===== src/rtl/fall_scheduler.sv =====
// Gravity/lock-delay sequencer: level from score, fall period selection, fall_tick pulses, lock_req/lock_ack handoff.
// Optional hard drop behind `HARD_DROP_EN` (adds hard_drop input); default build has no such port.
module fall_scheduler #(
  parameter int unsigned BASE_PERIOD = 10000000,
  parameter int unsigned STEP_DEC    = 1000000,
  parameter int unsigned MIN_PERIOD  = 1000000,
  parameter int unsigned SOFT_PERIOD = 500000,
  parameter int unsigned LOCK_TICKS  = 5000000,
  parameter int unsigned LEVEL_SHIFT = 2,
  parameter int unsigned MAX_LEVEL   = 9
) (
  input  logic        clk,
  input  logic        rst,
  input  logic        pause,
  input  logic [11:0] score,
  input  logic        spawn,
  input  logic        soft_drop,
  input  logic        landed,
  input  logic        lock_ack,
`ifdef HARD_DROP_EN
  input  logic        hard_drop,
`endif
  output logic        fall_tick,
  output logic        lock_req,
  output logic [3:0]  level
);

  typedef enum logic [1:0] {IDLE, FALL, LAND, LOCK} state_t;

  localparam logic [35:0] SPAN      = 36'(BASE_PERIOD - MIN_PERIOD);
  localparam logic [31:0] LOCK_LAST = 32'(LOCK_TICKS - 1);

  state_t      state, state_n;
  logic [31:0] fall_cnt, fall_cnt_n;
  logic [31:0] lock_cnt, lock_cnt_n;
  logic        tick_n;
  logic        lock_req_n;
  logic [3:0]  level_n;

  logic [11:0] score_lvl;
  logic [3:0]  level_calc;
  logic [35:0] lvl_dec;
  logic [31:0] norm_period;
  logic [31:0] eff_period;
  logic [31:0] period_last;

  assign score_lvl  = score >> LEVEL_SHIFT;
  assign level_calc = (score_lvl > 12'(MAX_LEVEL)) ? 4'(MAX_LEVEL) : score_lvl[3:0];

  // Floor check is done on the product so BASE - level*STEP can never underflow.
  assign lvl_dec     = 36'(level) * 36'(STEP_DEC);
  assign norm_period = (lvl_dec >= SPAN) ? 32'(MIN_PERIOD)
                                         : 32'(BASE_PERIOD) - lvl_dec[31:0];
  assign eff_period  = (soft_drop && (32'(SOFT_PERIOD) < norm_period)) ? 32'(SOFT_PERIOD)
                                                                       : norm_period;
  assign period_last = eff_period - 32'd1;

`ifdef HARD_DROP_EN
  logic drop, drop_n;
`endif

  always_ff @(posedge clk) begin
    if (rst) begin
      state     <= IDLE;
      fall_cnt  <= '0;
      lock_cnt  <= '0;
      fall_tick <= 1'b0;
      lock_req  <= 1'b0;
      level     <= '0;
`ifdef HARD_DROP_EN
      drop      <= 1'b0;
`endif
    end else begin
      state     <= state_n;
      fall_cnt  <= fall_cnt_n;
      lock_cnt  <= lock_cnt_n;
      fall_tick <= tick_n;
      lock_req  <= lock_req_n;
      level     <= level_n;
`ifdef HARD_DROP_EN
      drop      <= drop_n;
`endif
    end
  end

  always_comb begin
    state_n    = state;
    fall_cnt_n = fall_cnt;
    lock_cnt_n = lock_cnt;
    tick_n     = 1'b0;
    lock_req_n = lock_req;
    level_n    = level;
`ifdef HARD_DROP_EN
    drop_n     = drop;
`endif
    if (!pause) begin
      level_n    = level_calc;
      // lock_req trails the LOCK state by one cycle, so it also drops one cycle after the ack.
      lock_req_n = (state == LOCK);
      case (state)
        IDLE: begin
          if (spawn) begin
            state_n    = FALL;
            fall_cnt_n = '0;
          end
        end
        FALL: begin
`ifdef HARD_DROP_EN
          if (drop || hard_drop) begin
            drop_n     = 1'b1;
            fall_cnt_n = '0;
            if (landed) begin
              state_n = LOCK;
              drop_n  = 1'b0;
            end else begin
              tick_n = 1'b1;
            end
          end else
`endif
          if (fall_cnt >= period_last) begin
            fall_cnt_n = '0;
            if (landed) begin
              state_n    = LAND;
              lock_cnt_n = '0;
            end else begin
              tick_n = 1'b1;
            end
          end else begin
            fall_cnt_n = fall_cnt + 32'd1;
          end
        end
        LAND: begin
          // An escape outranks a lock count completing in the same cycle.
          if (!landed) begin
            state_n    = FALL;
            fall_cnt_n = '0;
          end else if (lock_cnt == LOCK_LAST) begin
            state_n = LOCK;
          end else begin
            lock_cnt_n = lock_cnt + 32'd1;
          end
        end
        LOCK: begin
          if (lock_ack) state_n = IDLE;
        end
        default: state_n = IDLE;
      endcase
    end
  end

endmodule

===== config.mk =====
export PLATFORM = sky130hd
export DESIGN_NAME = fall_scheduler
export DESIGN_NICKNAME = d
export VERILOG_FILES = /design/src/rtl/fall_scheduler.sv
export SDC_FILE = /design/constraint.sdc
export NUM_CORES = 1
export LEC_CHECK = 0
export BUFFER_PORTS_ARGS = -buffer_cell sky130_fd_sc_hd__buf_2
export CAP_MARGIN = 15
export CORE_MARGIN = 2
export CORE_UTILIZATION = 42
export CTS_BUF_LIST = sky130_fd_sc_hd__clkbuf_4 sky130_fd_sc_hd__clkbuf_8 sky130_fd_sc_hd__clkbuf_16
export DETAILED_ROUTE_END_ITERATION = 10
export SLEW_MARGIN = 20
export SYNTH_ARGS = -nofsm -noshare
export SYNTH_HDL_FRONTEND = slang
export SYNTH_SLANG_ARGS = --single-unit

===== constraint.sdc =====
create_clock -name clk -period 8.28 [get_ports clk]
set_input_delay 2.07 -clock clk [delete_from_list [all_inputs] [get_ports clk]]
set_output_delay 2.07 -clock clk [all_outputs]
set_load 0.005 [all_outputs]

---- Yosys cells after proc, flatten, opt, wreduce, memory -nomap -nowiden ----
Index checks and enable logic that the tools add are counted.
storage, ports and cells
  flip-flop bits (word level) ............. 72
  bits of input ports ..................... 19
  output and inout port bits .............. 6
  logic and storage cells ................. 58
cells by class
  $add $sub $neg .......................... 4
  $mul .................................... 1
  $lt $le $gt $ge ......................... 4
  equal/unequal tests ..................... 12
  mux-type cells .......................... 20
  bitwise gates (word level) .............. 3
  reduce and logical (&&, ||, !) cells .... 8
operators by type and width
  operator                                             number
  2-to-1 mux 32 bit                                    9
  one-hot mux 32 bit (3 select lines)                  1
  adder 32 x 1 -> 32 bit, second input constant        2
  one-hot mux 32 bit (2 select lines)                  1
  == test 32 x 23 -> 1 bit, second input constant      1
  >= comparator 32 bit                                 1
  < comparator 19 x 32 -> 1 bit, first input constant  1
  subtractor 32 x 1 -> 32 bit, second input constant   1
  subtractor 24 x 24 -> 25 bit, first input constant   1
  >= comparator 24 bit, second input constant          1
  multiplier 4 x 14 -> 18 bit, second input constant   1
  inequality test 2 bit, second input constant         7
  2-to-1 mux 2 bit                                     6
  AND reduction 6 bit                                  2
  > comparator 10 x 4 -> 1 bit, second input constant  1
  one-hot mux 2 bit (4 select lines)                   1
  == test 2 bit, second input constant                 2
  2-to-1 mux 4 bit                                     1
  AND reduction 4 bit                                  1
  OR reduction 4 bit                                   1
  inequality test 3 bit, second input constant         1
  NOT 1 bit                                            3
  nonzero test 3 bit                                   1
  == test 2 x 1 -> 1 bit, second input constant        1
  other kinds (4)                                      4

---- Longest topological paths before layout ----
  depth in word-level cells ............... 10
  mapped depth ............................ 27
  depth with buffers taken out ............ 22

---- Worst setup path after synthesis ----
No wires, ideal clock.
  path type ............................... reg2reg
  start point ............................. reg level[1]
  end point ............................... reg lock_cnt[14]
  setup time .............................. 66 ps
  data arrival time ....................... 6500 ps
  data required time ...................... 8214 ps
  path slack .............................. 1713 ps
  stages on the path, launching flop included .. 26
  path buffers ............................ 4
  period minus slack after synthesis ...... 6567 ps
  cell sequence ........................... dfxtp_1 -> buf_4 -> inv_1 -> ha_1 -> fa_1 -> inv_1 -> fa_1 -> clkbuf_1 -> nor3b_1 -> o211ai_1 -> and3_1 -> a2111oi_2 -> nor2_1 -> a21o_4 -> o32ai_4 -> buf_6 -> o21ai_1 -> ha_1 -> nand4_1 -> or2_2 -> o311ai_1 -> o21a_1 -> nor2_4 -> buf_6 -> or4_1 -> a21oi_2
on the way
  longest elaborated chain between the ends .. 10
  elaborated cells between the ends (all ways) .. 11
  those cells by class .................... 2 x add/sub; 1 x mul; 3 x order compare; 1 x eq/ne; 2 x mux; 2 x reduce/logical
ends and longest elaborated chain
  item                                                                         RTL line  source
  start: declaration                                                           25        output logic [3:0] level
  start signal: assignment                                                     79        level <= level_n;
  multiplier 4 x 14 -> 18 bit *                                                51        assign lvl_dec = 36'(level) * 36'(STEP_DEC);
  subtractor 24 x 24 -> 25 bit / >= comparator 24 bit (equally long branches)  53, 52
  2-to-1 mux 32 bit *                                                          52        assign norm_period = (lvl_dec >= SPAN) ? 32'(MIN_PERIOD)
  < comparator 19 x 32 -> 1 bit                                                54        assign eff_period = (soft_drop && (32'(SOFT_PERIOD) < norm_period)) ? 32'(SOFT_PERIOD)
  logical AND 1 bit                                                            54
  2-to-1 mux 32 bit *                                                          54
  subtractor 32 x 1 -> 32 bit *                                                56        assign period_last = eff_period - 32'd1;
  >= comparator 32 bit *                                                       120       if (fall_cnt >= period_last) begin
  inequality test 2 bit (no line) *                                            --
  AND reduction 6 bit (no line) *                                              --
  end signal: assignment                                                       76        lock_cnt <= lock_cnt_n;
  end: declaration                                                             35        logic [31:0] lock_cnt, lock_cnt_n;
Mark *: on every way between the ends. The rest lies on a longest branch, timed or not.
A chain may end at the register's enable or synchronous reset.

---- Worst setup path in the final report ----
  start point ............................. reg level[1]
  end point ............................... reg lock_cnt[10]
The elaborated chain is that of the path after synthesis.

==> summary.md <==
| Metric | Value |
|---|---|
| RSZ-0062 raised after global routing | no |
| Post-synth EDFFs | 0 |
| Register area | 1440 µm² |
| Largest net degree at the start of global routing | 32 |
| Post-synth top flop | dfxtp_1 |
| Gr usage total | 18.7% |
| Synthesized flop and latch total | 72 |
| Multi-input logic area | between 4000 and 5000 µm² |
| WHS Path Cells | 2 |
| Reg2reg setup slack | 0.90 ns |
| Total global routing overflow | 0 |
| Multiplexer share of the synthesized area | 1.39% |
| Synthesized area per cell | 8.35 µm² |
| Clock buffer count from CTS | 9 |
| Fin. Hold Viols | 0 |
| Netlist cell types | 83 |
| Setup TNS Final | 0 ns |
| R2R Path Start | level[1]$_SDFFE_PP0N_ |
| Worst-margin pin slew | 1.01 ns |
| Most frequent cells in the layout | nor2_1, dfxtp_1, nand2_1, ha_1, xnor2_1 |
| Worst flop-to-flop path endpoint | lock_cnt[10]$_SDFFE_PP0P_ |
| Share of synthesized cell area in full adder, half adder and majority cells | 12.2% |
| Worst Hold Path EP | lock_cnt[30]$_SDFFE_PP0P_ |
| CTS tree | yes |
| Vias | 5,264 |
| RD Place Congestion | 0.787 |
| TritonRoute pass-1 iters | 5 |
| Cell area after synthesis | ~6000 µm² |
| Cells after Synth | 722 |
| Clk_skew | 0.00670 ns |
| Fmax achieved | 135 MHz |
| Fin. max-slew vios | 0 |
| Tcrit/Tclk final | 89.2% |
| Hold-fix buffers, CTS | 0 |
| Drc violations | 0 |
| Pleak | 2.44 nW |
| Setup crit start kind | flip-flop |
| Fraction of layout cells with a size suffix above 1 | 12.6% |
| Sequential share of the synthesized area | 23.9% |
| Post-CTS Resized | 0 |
| Yosys warns | 0 |
| Die width | 124 µm |
| Initial cell density of the core | 43.3% |
| Total wire length | 13,600 µm |
| Clock transition at the registers of the reported paths | 0.06 ns |
| Commonest non-fill, non-tap cell in the layout | nor2_1 |
| Boundary pin count | 25 |
| Hold wc startpoint | lock_cnt[30]$_SDFFE_PP0P_ |
| Number of I/O port buffers | 22 |
| Clock sinks | 72 |
| # setup viols final | 0 |
| Main combinational cell family by area after synthesis | simple AND/OR/NAND/NOR gates |
| Chip height | 124 µm |
| Min Tclk post-route | 7.38 ns |
| Post-Synth XOR/XNOR Area | 9.69% |
| Initial antenna violation count | 0 |
| Worst-Skew Late Latency | 0.34 ns |
| Slew margin rel. | ~33% |
| Via density | roughly 5.7 |
| Max Fanout on Critical Path | 31 |
| Ys async rst share | 0% |
| Die Area | 15,300 µm² |
| Clock buffer depth | 2 |
| Worst-case reg-to-reg path depth | 23 |
| FILL cells | 1,347 |
| Vias in the first global route | 4,939 |
| Critical Path RT | 8.46 ns |
| Synthesized Nets | 797 |
| Wire per inst | 14.7 µm |
| Post-Place Cell Area | 6290 µm² |
| Core area | 13,900 µm² |
| VDD IR max | 0.103 mV |
| Synth Area in Compound Gates | between 20% and 30% |
| Root Buffer | clkbuf_16 |
| Final net count | 816 |
| DRT antenna net count | 0 |
| Detailed router's first-iteration violation count | 320 |
| First-pass GRT wire length | 23,100 µm |
| Smallest hold slack | 0.493 ns |
| Power per Cell Area | approximately 140 nW/µm² |
| Max-cap viol count | 0 |
| Rows | 43 |
| Arrival time worst endpoint | 7.57 ns |
| Nature of the critical path endpoint | flip-flop |
| Post-Synth Simple-Gate Area | 25.4% |
| H-tree depth | 3 |
| Type of the worst min-delay path | flip-flop to flip-flop |
| Ant. Diodes | 0 |
| Design area | between 6000 and 7000 µm² |
| Final HPWL DP | around 10,000 µm |
| P&R area growth vs syn | 9.79% |
| # Post-CTS Setup Buffers | 0 |
| Critical path type | flip-flop to flip-flop |
| Status | completed |
[worst max path at each step]
stage	start	slack, ns	cells past startpoint	to
floorplan	level[1]$_SDFFE_PP0N_	1.71	25	lock_cnt[14]$_SDFFE_PP0P_
finish	level[1]$_SDFFE_PP0N_	0.90	23	lock_cnt[10]$_SDFFE_PP0P_
detailed placement	level[1]$_SDFFE_PP0N_	1.00	23	lock_cnt[7]$_SDFFE_PP0P_
global placement	level[1]$_SDFFE_PP0N_	1.11	23	lock_cnt[8]$_SDFFE_PP0P_
CTS	level[1]$_SDFFE_PP0N_	0.97	23	lock_cnt[10]$_SDFFE_PP0P_
global route	level[1]$_SDFFE_PP0N_	0.48	22	lock_cnt[10]$_SDFFE_PP0P_
[per-stage QoR]
step,power (mW),cells,setup slack (ns),utilization [%]
after CTS,0.927,926,0.967,47.5
after global placement,0.494,910,1.11,45.2
after detailed placement,0.497,910,1.00,45.2
final,0.917,926,0.895,47.5
after floorplan,0.469,722,1.71,-
after global routing,0.959,926,0.475,47.5
[cell usage after synthesis, types with 7 or more instances]
cell / number / area share, %
nand4_1: 20 / 2.1
o21a_1: 8 / 1.0
a21oi_1: 24 / 2.0
a211oi_1: 8 / 1.0
o311ai_1: 9 / 1.3
or3_1: 14 / 1.5
nand2b_1: 7 / 0.73
dfxtp_1: 72 / 24
inv_1: 37 / 2.3
nand3_1: 20 / 1.7
o211ai_1: 7 / 0.87
clkbuf_1: 14 / 0.87
ha_1: 51 / 11
o21ai_1: 9 / 0.75
and3_1: 16 / 1.7
o21ai_0: 21 / 1.7
and2_1: 13 / 1.3
o31ai_1: 12 / 1.5
xor2_1: 25 / 3.6
nor3_1: 11 / 0.91
xnor2_1: 38 / 5.5
mux2i_1: 7 / 1.2
a21oi_2: 22 / 3.2
or4_1: 16 / 2.0
nor2_1: 79 / 4.9
nand2_1: 55 / 3.4
[sequential cells by signal (all words and copies together), names as in the netlist]
signal / count
fall_tick: 1
lock_cnt: 32
lock_req: 1
level: 4
state: 2
fall_cnt: 32
[cell type report]
class,count,area share [%]
Clock buffer,11,3.72
Clock inverter,5,1.21
Inverter,37,2.10
Multi-Input combinational cell,590,65.1
Sequential cell,72,21.8
Tap cell,180,3.40
Timing Repair Buffer,31,2.68
[critical path: stages (launching register included)]
cell and delay, ns:
dfxtp_1 0.31, buf_4 0.20, fa_1 0.58, inv_1 0.06, fa_1 0.49, inv_1 0.04, ha_1 0.40, o21a_1 0.18
a2111oi_0 0.08, nand4b_1 0.41, a2111oi_2 0.49, nor2_1 0.31, a21o_4 0.29, o32ai_4 0.55, o311ai_1 0.20, ha_1 0.34
a211oi_1 0.08, o21bai_1 0.15, a211oi_1 0.09, o21ai_0 0.65, a31o_4 0.33, nor2_4 0.05, o21bai_4 0.78, nor2_1 0.13
[kinds of logic (layout without fill, tap and decap cells)]
| group | after synthesis | count (layout) |
|---|---|---|
| simple gates | 289 | 289 |
| compound gates | 172 | 172 |
| flops | 72 | 72 |
| xor+xnor | 65 | 65 |
| buf+inv | 60 | 84 |
| fa+ha+maj | 56 | 56 |
| mux | 8 | 8 |
[layer usage]
layer	share of wire, %	global-route usage (%)	up-vias
met5	0	0	-
met4	1.2	5.33	0
met3	2.5	3.62	15
met2	46	30.5	57
met1	50	25.1	2509
li1	-	-	2683
[report_power, final]
group	switching (mW)	internal, mW	leakage (nW)
clock	0.152	0.275	0.155
sequential	0.00316	0.348	0.581
combinational	0.0862	0.0530	1.70
No activity file was read; power rests on OpenSTA's default activity.
